## config.mk

```make
export PLATFORM = sky130hd
export DESIGN_NAME = fetch_unit
export DESIGN_NICKNAME = d
export VERILOG_FILES = /design/src/rtl/cpu_pkg.sv /design/src/rtl/fetch_unit_pc_reg.sv /design/src/rtl/fetch_unit.sv
export SDC_FILE = /design/constraint.sdc
export NUM_CORES = 1
export LEC_CHECK = 0
export CORE_MARGIN = 3
export CORE_UTILIZATION = 53
export CTS_CLUSTER_DIAMETER = 200
export DETAILED_ROUTE_END_ITERATION = 10
export PLACE_DENSITY = 0.93
export SLEW_MARGIN = 10
export SYNTH_ARGS = -nofsm -noshare
export SYNTH_HDL_FRONTEND = slang
export SYNTH_HIERARCHICAL = 1
export SYNTH_SLANG_ARGS = --single-unit
```

## constraint.sdc

```tcl
create_clock -name clk -period 6.2 [get_ports clk]
set_input_delay 1.24 -clock clk [delete_from_list [all_inputs] [get_ports clk]]
set_output_delay 1.24 -clock clk [all_outputs]
set_load 0.05 [all_outputs]
```

## src/rtl/cpu_pkg.sv

```systemverilog
// Shared CPU definitions: default widths, reset vector and fetch-side encodings
// used by fetch_unit and cond_branch_control.
package cpu_pkg;

    localparam int unsigned ADDR_W_DEF   = 16;
    localparam int unsigned INSTR_W_DEF  = 16;
    localparam int unsigned RESET_PC_DEF = 0;

    typedef enum logic [1:0] {
        FS_BOOT  = 2'd0,
        FS_FETCH = 2'd1,
        FS_HOLD  = 2'd2
    } fetch_state_e;

    typedef enum logic [2:0] {
        PC_KEEP   = 3'd0,
        PC_RESET  = 3'd1,
        PC_INCR   = 3'd2,
        PC_BRANCH = 3'd3,
        PC_REDIR  = 3'd4
    } pc_sel_e;

endpackage

```

## src/rtl/fetch_unit_pc_reg.sv

```systemverilog
// Program counter register with its next-PC source mux; exposes the mux
// result so the fetch FSM can launch a request at the new PC in the same edge.
module pc_reg
    import cpu_pkg::*;
#(
    parameter int unsigned       ADDR_W   = ADDR_W_DEF,
    parameter logic [ADDR_W-1:0] RESET_PC = ADDR_W'(RESET_PC_DEF)
) (
    input  logic              clk,
    input  logic              rst_n,
    input  pc_sel_e           sel_i,
    input  logic [ADDR_W-1:0] branch_target_i,
    input  logic [ADDR_W-1:0] redir_addr_i,
    output logic [ADDR_W-1:0] pc_o,
    output logic [ADDR_W-1:0] pc_next_c_o
);

    logic [ADDR_W-1:0] pc_q;
    logic [ADDR_W-1:0] pc_d;

    // Increment wraps naturally at the register width.
    always_comb begin
        pc_d = pc_q;
        case (sel_i)
            PC_RESET:  pc_d = RESET_PC;
            PC_INCR:   pc_d = pc_q + ADDR_W'(1);
            PC_BRANCH: pc_d = branch_target_i;
            PC_REDIR:  pc_d = redir_addr_i;
            default:   pc_d = pc_q;
        endcase
    end

    always_ff @(posedge clk or negedge rst_n) begin
        if (!rst_n) begin
            pc_q <= RESET_PC;
        end else begin
            pc_q <= pc_d;
        end
    end

    assign pc_o        = pc_q;
    assign pc_next_c_o = pc_d;

endmodule

```

## src/rtl/fetch_unit.sv

```systemverilog
// Single-outstanding instruction fetch: issues one memory read at a time, holds
// the returned word for a stallable consumer, and handles branch redirects.
module fetch_unit
    import cpu_pkg::*;
#(
    parameter int unsigned        ADDR_W   = ADDR_W_DEF,
    parameter int unsigned        INSTR_W  = INSTR_W_DEF,
    parameter logic [ADDR_W-1:0]  RESET_PC = ADDR_W'(RESET_PC_DEF)
) (
    input  logic               clk,
    input  logic               rst_n,
    input  logic               branch_taken,
    input  logic [ADDR_W-1:0]  branch_target,
    input  logic               stall,
    output logic               imem_req,
    output logic [ADDR_W-1:0]  imem_addr,
    input  logic               imem_ack,
    input  logic [INSTR_W-1:0] imem_rdata,
    output logic               instr_valid,
    output logic [INSTR_W-1:0] instr,
    output logic [ADDR_W-1:0]  instr_pc,
    output logic [ADDR_W-1:0]  pc
);

    fetch_state_e       state_q, state_d;
    logic               imem_req_q, imem_req_d;
    logic [ADDR_W-1:0]  imem_addr_q, imem_addr_d;
    logic               instr_valid_q, instr_valid_d;
    logic [INSTR_W-1:0] instr_q, instr_d;
    logic [ADDR_W-1:0]  instr_pc_q, instr_pc_d;
    logic               redir_pend_q, redir_pend_d;
    logic [ADDR_W-1:0]  redir_addr_q, redir_addr_d;
    pc_sel_e            pc_sel_c;
    logic [ADDR_W-1:0]  pc_next_c;
    logic               redirect_c;

    // A redirect is live if one was recorded earlier or arrives with the ack.
    assign redirect_c = redir_pend_q || branch_taken;

    pc_reg #(
        .ADDR_W   (ADDR_W),
        .RESET_PC (RESET_PC)
    ) u_pc_reg (
        .clk             (clk),
        .rst_n           (rst_n),
        .sel_i           (pc_sel_c),
        .branch_target_i (branch_target),
        .redir_addr_i    (redir_addr_q),
        .pc_o            (pc),
        .pc_next_c_o     (pc_next_c)
    );

    always_ff @(posedge clk or negedge rst_n) begin
        if (!rst_n) begin
            state_q <= FS_BOOT;
        end else begin
            state_q <= state_d;
        end
    end

    always_comb begin
        state_d = state_q;
        case (state_q)
            FS_BOOT:  state_d = FS_FETCH;
            FS_FETCH: if (imem_ack && !redirect_c) state_d = FS_HOLD;
            FS_HOLD:  if (branch_taken || !stall) state_d = FS_FETCH;
            default:  state_d = FS_BOOT;
        endcase
    end

    // Next values for every registered output and redirect bookkeeping.
    always_comb begin
        imem_req_d    = imem_req_q;
        imem_addr_d   = imem_addr_q;
        instr_valid_d = instr_valid_q;
        instr_d       = instr_q;
        instr_pc_d    = instr_pc_q;
        redir_pend_d  = redir_pend_q;
        redir_addr_d  = redir_addr_q;
        pc_sel_c      = PC_KEEP;
        case (state_q)
            FS_BOOT: begin
                pc_sel_c    = branch_taken ? PC_BRANCH : PC_RESET;
                imem_req_d  = 1'b1;
                imem_addr_d = pc_next_c;
            end
            FS_FETCH: begin
                if (imem_ack) begin
                    if (redirect_c) begin
                        pc_sel_c     = branch_taken ? PC_BRANCH : PC_REDIR;
                        redir_pend_d = 1'b0;
                        imem_req_d   = 1'b1;
                        imem_addr_d  = pc_next_c;
                    end else begin
                        pc_sel_c      = PC_INCR;
                        instr_d       = imem_rdata;
                        instr_pc_d    = imem_addr_q;
                        instr_valid_d = 1'b1;
                        imem_req_d    = 1'b0;
                    end
                end else if (branch_taken) begin
                    redir_pend_d = 1'b1;
                    redir_addr_d = branch_target;
                end
            end
            FS_HOLD: begin
                if (branch_taken || !stall) begin
                    pc_sel_c      = branch_taken ? PC_BRANCH : PC_KEEP;
                    instr_valid_d = 1'b0;
                    imem_req_d    = 1'b1;
                    imem_addr_d   = pc_next_c;
                end
            end
            default: begin
                imem_req_d = 1'b0;
            end
        endcase
    end

    always_ff @(posedge clk or negedge rst_n) begin
        if (!rst_n) begin
            imem_req_q    <= 1'b0;
            imem_addr_q   <= RESET_PC;
            instr_valid_q <= 1'b0;
            instr_q       <= '0;
            instr_pc_q    <= '0;
            redir_pend_q  <= 1'b0;
            redir_addr_q  <= '0;
        end else begin
            imem_req_q    <= imem_req_d;
            imem_addr_q   <= imem_addr_d;
            instr_valid_q <= instr_valid_d;
            instr_q       <= instr_d;
            instr_pc_q    <= instr_pc_d;
            redir_pend_q  <= redir_pend_d;
            redir_addr_q  <= redir_addr_d;
        end
    end

    assign imem_req    = imem_req_q;
    assign imem_addr   = imem_addr_q;
    assign instr_valid = instr_valid_q;
    assign instr       = instr_q;
    assign instr_pc    = instr_pc_q;

endmodule

```

==> results.py, run 1 <==
metrics = {
    "sta": {
        "setup_viol": 0,
        "slew_violations": 0,
        "hold_slack_ns": 0.517,
        "fin_crit_sh": 0.625,
        "max_clock_freq_mhz": 258,
        "setup_slack_ns": 2.32,
        "skew_ns": 0.00797,
        "grt_setup_unrepaired": "false",
        "max_slew_margin": 0.316,
        "final.min_clock_period_ns": 3.88,
        "hold_viol": 0,
        "worst_pin_slew_ns": 1.03,
        "tns_ns": 0,
    },
    "floorplan": {
        "fp-row-count": 31,
        "core_area_um2": 7410,
        "ioPinCount": 103,
        "fp.dieW_um": 94.3,
        "start_util": 0.558,
        "dieHeight_um": 94.3,
        "dieArea_um2": 8900,
    },
    "pwr": {
        "leakage_nw": 2.23,
        "switching_share": 0.465,
        "p_comb_frac": 0.563,
        "p_switching_w": 0.00153,
        "p_seq_frac": 0.310,
        "p_clk_frac": 0.127,
        "worst_ir_drop_vdd_uv": 469,
        "internal-power_w": 0.00176,
        "powerDensity_nw_per_um2": 619,
    },
    "clock_network": {
        "cts_buffer_depth": 2,
        "postCtsHoldBufs": 0,
        "path_clk_slew_ns": 0.08,
        "post_cts_resized": 0,
        "h-tree-depth": 3,
        "postCtsSetupRepairBufs": 0,
        "clk_latency_ns": 0.35,
        "cts.sinks": 85,
        "root_buffer": "clkbuf_8",
        "cts_tree": "done",
        "cts_buffers": 9,
    },
    "cells_and_area": {
        "multi_input_area_um2": 1810,
        "syn_to_final_growth_pct": 28.7,
        "stdcell_area_um2": 5320,
        "seqCellArea_um2": 2130,
        "nets": 458,
        "antenna_cells": 0,
        "fin_util": 0.718,
        "nFillCells": 481,
        "drive_gt1_frac": 0.229,
    },
    "global_routing": {
        "antenna_found_initial": 0,
        "grt_pass1_wl_um": 16000,
        "track_usage": 0.233,
        "grt_max_degree": 86,
        "overflow": 0,
        "grt_pass1_vias": 3115,
    },
    "place": {
        "dp_slack_ns": 2.02,
        "port_buffers": 102,
        "place_area_um2": 5110,
        "hpwl_um": 7050,
        "place.gp.congestion": 0.928,
    },
    "yosys": {
        "synth_compound_area_frac": 0.124,
        "synthSimpleGateAreaFrac": 0.0950,
        "synth_top_area_share": 0.515,
        "ys.warnings.count": 6,
        "synth_xor_area_frac": 0.0106,
        "yosys.area_share.adder": 0.00303,
        "syn_nets": 359,
        "synth_top_family_by_area": "multiplexers",
        "yosysTopAreaCell": "dfrtp_1",
        "syn_inst": 321,
        "ys.flop_type": "dfrtp_1",
        "synthTopCellsByArea": "dfrtp_1 (51%), mux2_4 (10%), mux2_2 (10%), a21oi_1 (2.5%), nor2_1 (1.6%)",
        "seq_area_frac_synth": 0.515,
        "synth_edf_count": 0,
        "synth_cell_types": 64,
        "ys_ff_latch": 85,
        "postSynthAreaPerCell_um2": 12.9,
        "synthMuxAreaShare": 0.205,
        "syn-cell-area_um2": 4130,
        "synthArstFlopShare": 1.00,
    },
    "hold_path": {
        "hp-class": "reg -> reg",
    },
    "critical_path": {
        "rr_worst_depth": 8,
        "cp-startpoint": "branch_taken",
        "crit_end": "imem_addr[3]",
        "crit_path_start_kind": "input pin",
        "crit_arrival_ns": 4.11,
        "crit_path_end_kind": "register",
        "rr_endpoint": "imem_addr[3]",
        "crit_required_ns": 6.44,
        "crit_type": "in -> reg",
        "cp_max_fo": 14,
        "regToRegSetupSlack_ns": 3.34,
        "worstReg2RegStart": "state_q[1]",
    },
    "detailed_routing": {
        "firstDrtPassIters": 5,
        "vias": 3030,
        "viasPerCell": 5.79,
        "routedWlPerCell_um": 18.9,
        "wl_um": 9870,
        "drc_errors": 0,
        "detail-route-antenna-nets": 0,
        "drt-initial-drc-count": 283,
    },
    "run": {
        "maxCapViolCount": 0,
    },
    "run_status": {
        "outcome": "finished, final reports clean",
    },
}
==> layer usage <==
layer / global-route usage / wire (um) / vias to the layer above
li1: - / - / 1362
met1: 0.321 / 4240 / 1523
met2: 0.373 / 4900 / 122
met3: 0.0465 / 547 / 23
met4: 0.0758 / 176 / 0
met5: 0 / 0 / -
==> synth_stat cells, types with 5 or more instances <==
library cell	number
dfrtp_1	85
mux2_2	37
mux2_4	28
a21oi_1	21
nor2_1	18
nand2_1	16
o21ai_0	11
nand3_1	7
buf_6	6
inv_1	6
o21a_1	5
o22ai_1	5
==> logic make-up after synthesis <==
logic type                 count (synthesis)
adders and majority gates                  1
xor gates and xnor gates                   5
buffers and inverters                     22
and+or+nand+nor                           70
muxes                                     66
DFF                                       85
AOI/OAI and AO/OA                         72
==> power groups by stage <==
stage	clock network [W]	logic (W)	registers, W
6_report	0.000418	0.00186	0.00102
5_1_grt	0.000445	0.00194	0.00105
4_1_cts	0.000424	0.00186	0.00102
3_5_place_dp	0	0.00185	0.00102
3_3_place_gp	0	0.00181	0.00101
2_1_floorplan	0	0.000630	0.00166
==> layout make-up <==
cell class	instances	area share
tap	99	0.0233
clock inverter	4	0.0139
sequential	85	0.400
inverter	6	0.00423
multi-input combinational	214	0.340
timing repair buffer	104	0.194
clock buffer	11	0.0247
==> worst max-delay path, stage by stage <==
cell and delay (ns):
clkdlybuf4s50_1 0.54, inv_1 0.21, a21o_1 0.14, o21ai_0 0.07, buf_4 0.19, nor2_1 0.64, xor2_1 0.29, o21ai_0 0.21
o311ai_0 0.25, mux2_2 0.35
==> worst min-delay path by stage <==
| stage | startpoint | slack (ns) | endpoint | depth (start not counted) |
|---|---|---|---|---|
| after detailed placement | instr_pc[2] | 0.49 | instr_pc[2] | 1 |
| after global routing | redir_addr_q[2] | 0.53 | redir_addr_q[2] | 1 |
| after global placement | instr_pc[7] | 0.49 | instr_pc[7] | 1 |
| after CTS | instr[1] | 0.52 | instr[1] | 1 |
| after floorplan | redir_addr_q[12] | 0.48 | redir_addr_q[12] | 1 |
| final | instr[9] | 0.52 | instr[9] | 1 |
==> flip-flops by register name, summed over array words and instances (netlist names) <==
register	cells
redir_pend_q	1
redir_addr_q	16
imem_addr	16
instr	16
u_pc_reg/pc_o	16
instr_pc	16
imem_req	1
instr_valid	1
state_q	2
==> stage by stage <==
stage	instances	power, W
final	523	0.00329
after global routing	523	0.00344
after CTS	523	0.00330
after detailed placement	508	0.00287
after global placement	508	0.00282
after floorplan	321	0.00229
==> cells in the final DEF (no fill, tap or decap), types with 3 or more instances in the layout <==
master,count
a21oi_1,21
a221oi_1,3
a32oi_1,3
buf_4,3
clkbuf_8,9
clkdlybuf4s50_1,101
dfrtp_1,85
inv_1,6
mux2_2,37
mux2_4,28
nand2_1,16
nand3_1,7
nor2_1,18
o21a_1,5
o21ai_0,11
o22a_1,3
o22ai_1,5
xnor2_1,3
Power figures use the tool's default switching activity.
==> inputs of run 2 (changes only) <==
- CORE_UTILIZATION: 53 -> 45
- PLACE_DENSITY: 0.93 -> 0.85
- clock period: 6.2 -> 3.22 ns (I/O delays scaled with it)
==> results.py, run 2 (synthesis results as in run 1) <==
metrics = {
    "global_routing": {
        "met1_usage": 0.283,
        "grt.busiest_layer": "met2",
        "grt_max_degree": 86,
        "antenna_found_initial": 0,
        "met3_usage": 0.0512,
        "grt_pass1_wl_um": 16800,
        "grt_pass1_vias": 3232,
        "track_usage": 0.210,
        "met2_usage": 0.329,
        "overflow": 0,
    },
    "detailed_routing": {
        "viasPerCell": 5.69,
        "detail-route-antenna-nets": 0,
        "drc_errors": 0,
        "firstDrtPassIters": 5,
        "wl_um": 10500,
        "vias": 3118,
        "drt-initial-drc-count": 330,
        "routedWlPerCell_um": 19.1,
    },
    "clock_network": {
        "cts_tree": "done",
        "postCtsSetupRepairBufs": 0,
        "clk_latency_ns": 0.36,
        "cts_buffers": 9,
        "path_clk_slew_ns": 0.09,
        "cts.sinks": 85,
        "post_cts_resized": 0,
        "postCtsHoldBufs": 0,
        "h-tree-depth": 3,
        "cts_buffer_depth": 2,
        "root_buffer": "clkbuf_8",
    },
    "critical_path": {
        "crit_family": "compound AO/OA/AOI/OAI gates",
        "path_common_cell": "o21ai_0",
        "rr_worst_depth": 9,
        "crit_arrival_ns": 3.35,
        "critPathMaxStageDelay_ns": 0.59,
        "crit_type": "in -> reg",
        "worstReg2RegStart": "state_q[1]",
        "crit_path_end_kind": "register",
        "crit_required_ns": 3.52,
        "rr_endpoint": "imem_addr[14]",
        "critPathBufInv": 3,
        "regToRegSetupSlack_ns": 0.58,
        "cp_max_fo": 8,
        "worstPathCellList": "clkdlybuf4s50_1 > inv_1 > o21ai_0 > buf_4 > and2_1 > nand2_1 > a21oi_1 > o21ai_0 > a2bb2oi_1 > mux2_2",
        "cp_slowest_cell": "clkdlybuf4s50_1",
        "crit_path_start_kind": "input pin",
    },
    "cells_and_area": {
        "multi_input_area_um2": 1810,
        "nFillCells": 688,
        "syn_to_final_growth_pct": 32.2,
        "final_cell_mix": "clkdlybuf4s50_1 (101), dfrtp_1 (85), mux2_2 (37), mux2_4 (28), a21oi_1 (21)",
        "nets": 474,
        "antenna_cells": 0,
        "seqCellArea_um2": 2130,
        "drive_gt1_frac": 0.257,
        "layout_commonest_cell": "clkdlybuf4s50_1",
    },
    "pwr": {
        "leakage_nw": 2.32,
        "powerDensity_nw_per_um2": 1180,
        "worst_ir_drop_vdd_uv": 651,
        "total_power_w": 0.00645,
    },
    "sta": {
        "max_clock_freq_mhz": 327,
        "max_slew_margin": 0.300,
        "fin_crit_sh": 0.949,
        "slew_violations": 0,
        "worst_pin_slew_ns": 1.05,
        "setup_viol": 0,
        "hold_viol": 0,
        "tns_ns": 0,
        "skew_ns": 0.0161,
        "final.min_clock_period_ns": 3.05,
        "grt_setup_unrepaired": "false",
    },
    "floorplan": {
        "ioPinCount": 103,
        "start_util": 0.469,
        "fp.dieW_um": 102,
        "dieArea_um2": 10400,
        "core_area_um2": 8810,
        "dieHeight_um": 102,
        "fp-row-count": 34,
    },
    "place": {
        "port_buffers": 102,
        "hpwl_um": 7620,
        "place.gp.congestion": 0.864,
    },
    "run": {
        "maxCapViolCount": 0,
    },
    "run_status": {
        "outcome": "finished, final reports clean",
    },
    "hold_path": {
        "hp-class": "in -> async",
    },
}
[run 2: changes by cell type in the layout (fill, tap and decap cells not counted), sizes merged]
cell	before	now
buf	3	19
[run 2: worst max path at each step]
| stage | depth (start not counted) | slack, ns | from | endpoint |
|---|---|---|---|---|
| after floorplan | 10 | 0.76 | branch_taken | imem_addr[13] |
| after global placement | 9 | -0.02 | branch_taken | imem_addr[8] |
| after detailed placement | 10 | -0.16 | branch_taken | imem_addr[14] |
| after CTS | 10 | 0.22 | branch_taken | imem_addr[14] |
| after global routing | 10 | 0.03 | branch_taken | imem_addr[10] |
| final | 10 | 0.17 | branch_taken | imem_addr[14] |
[run 2: cell type report]
type	count	share of cell area
Sequential cell	85	0.389
Clock buffer	11	0.0240
Clock inverter	4	0.0135
Multi-Input combinational cell	214	0.331
Inverter	6	0.00412
Tap cell	108	0.0247
Timing Repair Buffer	120	0.213
[run 2: stage by stage]
| step | hold slack (ns) | cells | area, um^2 | utilization | setup WS, ns |
|---|---|---|---|---|---|
| global placement | 0.487 | 533 | 5260 | 0.597 | -0.0197 |
| finish | 0.449 | 548 | 5460 | 0.620 | 0.165 |
| floorplan | 0.348 | 321 | 4130 | - | 0.757 |
| detailed placement | 0.491 | 533 | 5260 | 0.597 | -0.160 |
| CTS | 0.503 | 548 | 5460 | 0.620 | 0.224 |
| global route | 0.526 | 548 | 5460 | 0.620 | 0.0253 |
[run 2: report_power, final]
| group | internal [W] | total, W | switching, W |
|---|---|---|---|
| Clock | 0.000434 | 0.000808 | 0.000375 |
| Combinational | 0.00148 | 0.00368 | 0.00219 |
| Sequential | 0.00155 | 0.00197 | 0.000420 |
[run 2: routing by layer]
metal,wire (um),up-vias
met1,4560,1575
met2,5070,117
met3,547,32
li1,-,1394
met5,0,-
met4,312,0
==> RTL edit (flow settings as in run 2) <==
Change the package constant `INSTR_W_DEF` from 16 to 32.
--- a/src/rtl/cpu_pkg.sv
+++ b/src/rtl/cpu_pkg.sv
@@ -4,5 +4,5 @@
 
     localparam int unsigned ADDR_W_DEF   = 16;
-    localparam int unsigned INSTR_W_DEF  = 16;
+    localparam int unsigned INSTR_W_DEF  = 32;
     localparam int unsigned RESET_PC_DEF = 0;
 
Interface: changed (resized imem_rdata and instr); port bits go from 103 to 135. The function was not compared with the original's and may differ.
==> RTL edit against run 2 <==
- register-to-register slack improved by 0.12 ns
- core utilization up 0.14 points
- wire length is 9.0% higher
- worst setup slack better by 0.24 ns
- design area rose by 18%
- area after synthesis rose by 17%
- count of clock-buffer cells in the layout down 2
- sequential cell count rose by 16
- total power is 17% higher
- critical path type unchanged
- critical endpoint is now imem_addr[13]
- largest cell class unchanged
==> RTL edit: results (changes against run 2) <==
* GRT met3 Usage at 4.287% (-0.83 points)
* Min Clock Period, post-route at 2.817 ns (-0.2378 ns)
* Xor and xnor area share after synthesis at 0.9067% (-0.15 points)
* WP data arrival at 3.06 ns (-0.29 ns)
* Status: complete, no violations
* Met1 GRT Util at 24.68% (-3.6 points)
* Mean area per synthesized cell at 13.60 µm² (+5.6%)
* PortBufs at 134 (+31%)
* Ratio of cells with drive above 1 in the final layout at 25.10% (-0.58 points)
* Nets at 548 (+16%)
* Global-route wire length before repair at 17890 µm (+6.5%)
* Pre-CTS setup slack at 0.04267 ns (+0.2023 ns)
* Depth of the most critical reg-to-reg path at 10 (+1)
* GRT Total Usage at 19.31% (-1.7 points)
* Post-synthesis compound-gate area fraction at 10.60% (-1.8 points)
* Worst IR drop on VDD at 0.7420 mV (+14%)
* Syn. warnings at 6 (unchanged)
* Sequential share of the synthesized area at 52.33% (+0.88 points)
* Largest net degree at the start of global routing at 52 (-40%)
* Post-synth top cells: dfrtp_1 (101), mux2_4 (48), mux2_2 (33)
* RD Place Congestion at 0.9497 (+10%)
* Post-placement cell count at 619 (+16%)
* Total number of vias at 3428 (+9.9%)
* CP Capture Point: imem_addr[13]
* Critical-path maximum fanout at 9 (+1)
* Post-DP HPWL at 8373 µm (+9.8%)
* Routed WL per cell at 18.02 µm (-5.8%)
* Clock skew at 0.01491 ns (-0.001179 ns)
* Leak at 2.734 nW (+18%)
* Worst reg-to-reg setup slack at 0.70 ns (+0.12 ns)
* Worst R2R End: imem_addr[8]
* Mux cell area share after synthesis at 22.82% (+2.3 points)
* Post-CTS setup-driven buffer insertion count at 0 (unchanged)
* DRT iter0 DRCs at 169 (-49%)
* Vias in the first global route at 3514 (+8.7%)
* Synth Area in Adders at 0.2591% (-0.044 points)
* Met2 usage at 32.30% (-0.60 points)
* Area contributors post-synth: dfrtp_1 (52%), mux2_4 (15%), mux2_2 (7.7%)
* Worst slew pin tran at 0.6852 ns (-0.3655 ns)
* Worst hold path class: input pin to async pin
* TritonRoute pass-1 iters at 4 (-1)
==> RTL edit: critical path: stages <==
cell and delay, ns:
clkdlybuf4s50_1 0.45, inv_1 0.17, a21o_1 0.14, o21ai_0 0.17, or3b_1 0.60, a2bb2oi_2 0.21
a41o_1 0.21, a21oi_1 0.13, nor2_1 0.08, mux2_2 0.26
==> RTL edit: how the worst min path moves through the flow <==
| stage | startpoint | to | cells past startpoint | slack [ns] |
|---|---|---|---|---|
| floorplan | rst_n | imem_addr[0] | 0 | 0.35 |
| global placement | instr_valid | instr_valid | 1 | 0.49 |
| detailed placement | instr[25] | instr[25] | 1 | 0.49 |
| global route | rst_n | redir_addr_q[13] | 1 | 0.36 |
| finish | rst_n | instr_pc[0] | 1 | 0.31 |
| CTS | rst_n | state_q[1] | 1 | 0.33 |
==> RTL edit: logic make-up after synthesis <==
group / Yosys count
AO/OA/AOI/OAI: 72
XOR/XNOR: 5
adder cells (fa/ha/maj): 1
buffers and inverters: 24
flip-flops: 101
multiplexers: 82
AND/OR/NAND/NOR: 70
==> RTL edit: per-stage QoR <==
stage | cell area (µm²) | hold WS, ns | total power, mW
6_report | 6449 | 0.3150 | 7.571
5_1_grt | 6449 | 0.3571 | 7.941
2_1_floorplan | 4830 | 0.3484 | 5.335
3_5_place_dp | 6237 | 0.4911 | 6.736
3_3_place_gp | 6237 | 0.4884 | 6.640
4_1_cts | 6449 | 0.3324 | 7.629
==> RTL edit: area by class of cell <==
class / instances / area (µm²)
multi-input cells: 230 / 2063
fillers: 808 / 3921
clock buffers: 9 / 123.9
flip-flops and latches: 101 / 2527
repair buffers: 146 / 1454
well taps: 136 / 170.2
inverters: 6 / 22.52
clock inverters: 6 / 87.58
==> RTL edit: power breakdown <==
part / switching [mW] / total, mW / internal (mW)
Combinational: 2.60 / 4.39 / 1.79
Clock: 0.424 / 0.859 / 0.435
Sequential: 0.471 / 2.32 / 1.85
==> RTL edit: per-layer routing <==
metal	up-vias	routed length, µm
met5	-	0
met3	21	960
li1	1561	-
met1	1677	4727
met4	0	233
met2	169	5505
